<file path="src/rtl/mem_arbiter.sv">
// mem_arbiter: two-master round-robin arbiter for the picorv32 native memory
// interface. A granted request is latched and presented to the shared slave
// until the slave completes it; the master that did not win last time wins
// any tie.
// Optional feature: define MEM_ARBITER_TIMEOUT_EN to abort transactions the
// slave leaves hanging for TIMEOUT_CYCLES busy cycles.
//
// Handshake: a master request is live while mX_mem_valid=1; the arbiter
// answers with a single-cycle mX_mem_ready, and the master must drop valid
// in the following cycle. On the slave side s_mem_valid stays high with
// stable payload until the cycle in which s_mem_ready=1 is sampled.
module mem_arbiter #(
  parameter int unsigned TIMEOUT_CYCLES = 255
) (
  input  logic        clk,
  input  logic        reset,
  input  logic        m0_mem_valid,
  input  logic        m0_mem_instr,
  input  logic [31:0] m0_mem_addr,
  input  logic [31:0] m0_mem_wdata,
  input  logic [3:0]  m0_mem_wstrb,
  output logic        m0_mem_ready,
  output logic [31:0] m0_mem_rdata,
  input  logic        m1_mem_valid,
  input  logic        m1_mem_instr,
  input  logic [31:0] m1_mem_addr,
  input  logic [31:0] m1_mem_wdata,
  input  logic [3:0]  m1_mem_wstrb,
  output logic        m1_mem_ready,
  output logic [31:0] m1_mem_rdata,
  output logic        s_mem_valid,
  output logic        s_mem_instr,
  output logic [31:0] s_mem_addr,
  output logic [31:0] s_mem_wdata,
  output logic [3:0]  s_mem_wstrb,
  input  logic        s_mem_ready,
  input  logic [31:0] s_mem_rdata,
  output logic [1:0]  grant,
  output logic        timeout_err
);

  typedef enum logic {
    IDLE = 1'b0,
    BUSY = 1'b1
  } state_t;

  state_t state;
  state_t state_next;
  logic   last_grant;   // 0: master 0 was served last, 1: master 1
  logic   take;         // accept a request this cycle
  logic   req_sel;      // which master is accepted (0 or 1)
  logic   finish;       // in-flight transaction ends this cycle
  logic   abort;        // timeout abort this cycle
  logic   complete;     // completion pulse towards the owner

`ifdef MEM_ARBITER_TIMEOUT_EN
  logic [15:0] tmo_cnt;

  // Count busy cycles in which the slave has not answered.
  always_ff @(posedge clk) begin
    if (reset || take) begin
      tmo_cnt <= '0;
    end else if (state == BUSY && !s_mem_ready) begin
      tmo_cnt <= tmo_cnt + 16'd1;
    end
  end

  // A slave answer in the same cycle always beats the abort.
  assign abort       = (state == BUSY) && !s_mem_ready &&
                       (tmo_cnt == 16'(TIMEOUT_CYCLES));
  assign timeout_err = abort && !reset;
`else
  assign abort       = 1'b0;
  assign timeout_err = 1'b0;
`endif

  // State register.
  always_ff @(posedge clk) begin
    if (reset) begin
      state <= IDLE;
    end else begin
      state <= state_next;
    end
  end

  // Next-state and arbitration decision.
  always_comb begin
    state_next = state;
    take       = 1'b0;
    req_sel    = 1'b0;
    finish     = 1'b0;
    case (state)
      IDLE: begin
        if (m0_mem_valid || m1_mem_valid) begin
          take       = 1'b1;
          req_sel    = (m0_mem_valid && m1_mem_valid) ? ~last_grant : m1_mem_valid;
          state_next = BUSY;
        end
      end
      BUSY: begin
        if (s_mem_ready || abort) begin
          finish     = 1'b1;
          state_next = IDLE;
        end
      end
      default: state_next = IDLE;
    endcase
  end

  // Request latch towards the slave plus ownership bookkeeping.
  always_ff @(posedge clk) begin
    if (reset) begin
      s_mem_valid <= 1'b0;
      s_mem_instr <= 1'b0;
      s_mem_addr  <= '0;
      s_mem_wdata <= '0;
      s_mem_wstrb <= '0;
      grant       <= 2'b00;
      last_grant  <= 1'b1;
    end else if (take) begin
      s_mem_valid <= 1'b1;
      s_mem_instr <= req_sel ? m1_mem_instr : m0_mem_instr;
      s_mem_addr  <= req_sel ? m1_mem_addr  : m0_mem_addr;
      s_mem_wdata <= req_sel ? m1_mem_wdata : m0_mem_wdata;
      s_mem_wstrb <= req_sel ? m1_mem_wstrb : m0_mem_wstrb;
      grant       <= req_sel ? 2'b10 : 2'b01;
    end else if (finish) begin
      s_mem_valid <= 1'b0;
      grant       <= 2'b00;
      last_grant  <= grant[1];
    end
  end

  // Completion is forwarded combinationally, only to the owner, never in reset.
  assign complete     = finish && !reset;
  assign m0_mem_ready = complete && grant[0];
  assign m1_mem_ready = complete && grant[1];
  assign m0_mem_rdata = (m0_mem_ready && s_mem_ready) ? s_mem_rdata : 32'h0;
  assign m1_mem_rdata = (m1_mem_ready && s_mem_ready) ? s_mem_rdata : 32'h0;

endmodule

</file>
<file path="config.mk">
export PLATFORM = sky130hd
export DESIGN_NAME = mem_arbiter
export DESIGN_NICKNAME = d
export VERILOG_FILES = /design/src/rtl/mem_arbiter.sv
export SDC_FILE = /design/constraint.sdc
export NUM_CORES = 1
export LEC_CHECK = 0
export ABC_AREA = 1
export BUFFER_PORTS_ARGS = -buffer_cell sky130_fd_sc_hd__buf_2
export CAP_MARGIN = 40
export CORE_AREA = 2 2 123 125
export CTS_BUF_LIST = sky130_fd_sc_hd__clkbuf_8
export DETAILED_ROUTE_END_ITERATION = 8
export DIE_AREA = 0 0 125 127
export PLACE_DENSITY_LB_ADDON = 0.25
export RECOVER_POWER = 100
export SYNTH_ARGS = -nofsm -noshare
export SYNTH_HDL_FRONTEND = slang
export SYNTH_SLANG_ARGS = --single-unit
</file>
<file path="constraint.sdc">
create_clock -name clk -period 1.4 [get_ports clk]
set_input_delay 0.21 -clock clk [delete_from_list [all_inputs] [get_ports clk]]
set_output_delay 0.21 -clock clk [all_outputs]
set_load 0.01 [all_outputs]
</file>
---- Word-level counts from Yosys, hierarchy flattened ----
Cells that the tools add are included.
storage, ports and cells
  output and inout bits ................... 139
  bits in registers ....................... 74
  input port bits ......................... 175
  word-level logic and storage cells ...... 41
operators by class
  bitwise gates (word level) .............. 3
  mux-type cells .......................... 20
  reduce and logical (&&, ||, !) cells .... 10
operators by type and width
  kind               count
  $mux 32            4
  $mux 1             11
  $logic_and 1x1->1  6
  $mux 2             3
  $mux 4             1
  $not 1->1          3
  $pmux 1 s2         1
  $reduce_and 2->1   1
  $reduce_bool 2->1  1
  $logic_not 1->1    1
  $logic_or 1x1->1   1

---- Longest topological paths before layout ----
  word-level depth ........................ 6
  mapped depth ............................ 8
  mapped depth without buffers ............ 7

---- Worst setup path before layout ----
OpenSTA, ideal clock, no wires.
  path kind ............................... reg2out
  start ................................... register state
  end ..................................... output m1_mem_rdata[23]
  stages on the path, launching flop included .. 6
  path buffers ............................ 1
  path slack .............................. 147 ps
  data arrival time ....................... 1043 ps
  cells stage by stage .................... dfxtp_1 nand2_1 inv_1 nand3_1 clkbuf_1 nor2_1
between the ends
  word-level cells in the longest chain between the ends .. 5
ends and longest elaborated chain
  item                      RTL line  source
  start: declaration        47        state_t state;
  start signal: assignment  82        state <= state_next;
  $mux 1                    92        case (state)
  $logic_and 1x1->1         135       assign complete = finish && !reset;
  $logic_and 1x1->1         137       assign m1_mem_ready = complete && grant[1];
  $logic_and 1x1->1         139       assign m1_mem_rdata = (m1_mem_ready && s_mem_ready) ? s_mem_rdata : 32'h0;
  $mux 32                   139
  end: declaration          30        output logic [31:0] m1_mem_rdata,
No other way between the ends.

---- Worst setup path in the final report ----
  start ................................... register state
  end ..................................... output m1_mem_rdata[30]
The elaborated chain is that of the path after synthesis.

==> results.json <==
{
  "run_status": "complete, but fails checks",
  "failed_checks": "negative setup slack",
  "insertion_delay_ns": 0.35,
  "diodes": 0,
  "setup.worst_path.class": "flop to output port",
  "final_routed_wirelength_across_all_metal_layers_um": 15800,
  "layout_min_cycle_time_ns": 1.64,
  "coreArea_um2": 14400,
  "drtAntennaViolNets": 0,
  "seqPwrFrac_pct": 41.0,
  "area.growth.synth_to_final_pct": 53.3,
  "crit_required_ns": 1.19,
  "routed_wire_length_per_instance_um": 13.0,
  "synth-seq-area-share_pct": 35.1,
  "drive_gt1_share_pct": 30.0,
  "synth_top_area_cell": "sky130_fd_sc_hd__dfxtp_1",
  "grt_pass1_vias": 4784,
  "final.setup.worst_slack_ns": -0.243,
  "num_cts_buffers": 9,
  "clock_path_buffers": 2,
  "synth.cell_area_um2": 4220,
  "antenna_violations_before_repair": 0,
  "die_h_um": 127,
  "hold_path.class": "input port to flop",
  "floorplan.die_area_um2": 15900,
  "cp.arrival_ns": 1.43,
  "num-nets-final": 1202,
  "placed_area_um2": 6000,
  "internal_power_mw": 4.04,
  "io-pin-count": 314,
  "vdd.ir_drop.worst_v": 0.000490,
  "count_of_state_elements_after_synthesis": 74,
  "placement_rows": 44,
  "power_frac_comb_pct": 26.8,
  "final_cells": 1216,
  "portBuffers": 312,
  "clkTransAtPathRegs_ns": 0.08,
  "syn-mean-instance-area_um2": 5.77,
  "multi_input_comb_area_um2": 2220,
  "sequential_cell_area_um2": 1480,
  "fraction_of_power_consumed_by_the_clock_network_pct": 32.2,
  "worst-path-max-fanout": 8,
  "finalCritPeriodShare_pct": 117,
  "viasPerCell": 4.32,
  "global_route_total_usage_across_every_layer_pct": 18.3,
  "synth_cells": 730,
  "total_switching_power_mw": 1.85,
  "largest_net_degree_at_the_start_of_global_routing": 73,
  "globalRouteOverflowTotal": 0,
  "drc": 0,
  "synth_top_area_share_pct": 35.1,
  "detailroute.via_count": 5259,
  "cp-end-kind": "output port",
  "syn-num-nets": 905,
  "initialDrtViolationCount": 168,
  "nFillCells": 1609,
  "dp_cells": 1196,
  "cts_tree": "built",
  "gpl.final_weighted_congestion": 0.819,
  "leakage_nw": 3.82,
  "post_cts_hold_buffer_count": 0,
  "cts_sinks": 74,
  "sw_frac_of_total_pct": 31.4,
  "htree_levels": 3,
  "synth.yosys.warnings": 0,
  "fin_skew_ns": 0.00752,
  "first_pass_grt_wire_length_um": 23300,
  "setup-violations-final": 66,
  "netlist_top_cells_area": "sky130_fd_sc_hd__dfxtp_1, sky130_fd_sc_hd__nor2_1, sky130_fd_sc_hd__nand2_1",
  "chipWidth_um": 125,
  "root_buffer": "sky130_fd_sc_hd__clkbuf_8",
  "synthDistinctLibCells": 19,
  "final_hold_viol_count": 0,
  "initial_core_util_pct": 29.2,
  "start_kind": "flop",
  "p_per_area_nw_per_um2": 911,
  "timing.max_cap.violations": 0,
  "dr.pass1.iters": 4,
  "max_freq_ghz": 0.609,
  "rsz0062_at_grt": "yes",
  "detailed_place_hpwl_um": 11300,
  "slew_viol_final": 0,
  "post-route-cell-area_um2": 6460
}
==> area by class of cell <==
cell class | count | area share (%)
Sequential cell | 74 | 22.9
Clock inverter | 5 | 1.20
Tap cell | 184 | 3.56
Inverter | 107 | 6.25
Multi-Input combinational cell | 502 | 34.4
Timing Repair Buffer | 333 | 29.3
Clock buffer | 11 | 2.34
==> synthesized netlist by cell type, drive strengths merged <==
| cell | count |
|---|---|
| dfxtp | 74 |
| nand2 | 164 |
| conb | 1 |
| clkbuf | 23 |
| nor2 | 260 |
| o21ai | 1 |
| nand4 | 53 |
| a21oi | 4 |
| nand3 | 19 |
| inv | 107 |
| buf | 24 |
==> metrics by stage <==
stage / TNS [ns] / hold WS, ns / power (mW) / util [%] / setup WS, ns
finish: -11.23 / 0.141 / 5.89 / 44.8 / -0.243
global route: -16.73 / 0.148 / 6.27 / 44.8 / -0.318
CTS: -13.22 / 0.104 / 6.01 / 43.7 / -0.236
detailed placement: 0 / 0.469 / 4.06 / 41.6 / 0.0729
global placement: 0 / 0.455 / 4.05 / 41.6 / 0.0943
floorplan: 0 / 0.360 / 3.36 / - / 0.147
==> cells by family after synthesis <==
logic type             count (synthesis)  synth area share, %
other                                  1               0.0890
AND/OR/NAND/NOR                      496                 48.5
flip-flops                            74                 35.1
AO/OA/AOI/OAI                          5                0.861
buffers and inverters                154                 15.4
==> state kept, by name (all words and copies together), names as in the netlist <==
register and count:
state 1, s_mem_instr 1, s_mem_addr 32, s_mem_wdata 32, grant 2, last_grant 1, s_mem_valid 1, s_mem_wstrb 4
==> per-layer routing <==
layer	routed length, um	GRT usage [%]	up-vias	share of wire, %
met5	0	0	-	0
met4	201	5.10	0	1.3
met3	1240	5.40	14	7.8
met2	8120	34.4	213	51
met1	6260	20.0	2265	40
li1	-	-	2767	-
==> layout by cell type, fill, tap and decap left out, types with 9 or more instances in the layout <==
cell	netlist	layout
sky130_fd_sc_hd__buf_12	0	10
sky130_fd_sc_hd__buf_2	14	228
sky130_fd_sc_hd__buf_4	4	9
sky130_fd_sc_hd__buf_6	5	13
sky130_fd_sc_hd__clkbuf_1	23	70
sky130_fd_sc_hd__clkbuf_8	0	11
sky130_fd_sc_hd__dfxtp_1	74	73
sky130_fd_sc_hd__inv_1	106	106
sky130_fd_sc_hd__nand2_1	161	160
sky130_fd_sc_hd__nand3_1	18	16
sky130_fd_sc_hd__nand4_1	53	53
sky130_fd_sc_hd__nor2_1	259	239
sky130_fd_sc_hd__nor2_2	1	9
sky130_fd_sc_hd__nor2_4	0	12
==> power by group through the flow <==
stage	Clock [mW]	Sequential, mW	Combinational [mW]
2_1_floorplan	0	2.55	0.816
3_3_place_gp	0	2.45	1.60
3_5_place_dp	0	2.45	1.61
4_1_cts	1.98	2.41	1.62
5_1_grt	2.06	2.44	1.77
6_report	1.90	2.41	1.58
==> worst paths after layout <==
check                                startpoint               end  slack (ns)  depth (start not counted)
worst max register to register            state    s_mem_wdata[3]        0.11                          8
worst min register to register      s_mem_valid       s_mem_valid        0.49                          2
worst max-delay path                      state  m1_mem_rdata[30]       -0.24                          6
worst min-delay path            m1_mem_addr[16]    s_mem_addr[16]        0.14                          5
==> worst max-delay path: stages (launching register included) <==
cell and delay [ns]:
sky130_fd_sc_hd__dfxtp_2 0.36, sky130_fd_sc_hd__nand2_4 0.07, sky130_fd_sc_hd__inv_4 0.07, sky130_fd_sc_hd__nand3_4 0.14, sky130_fd_sc_hd__clkbuf_16 0.23, sky130_fd_sc_hd__nor2_2 0.07
sky130_fd_sc_hd__buf_2 0.14
==> repair_timing <==
action / in CTS / in global routing
setup buffers: 1 / 0
gates resized for setup: 16 / 46
setup endpoints to repair: 66 / 107
gates cloned: 1 / 2
hold endpoints to repair: 0 / 0
Note: power is estimated with default switching activity, not from simulation.
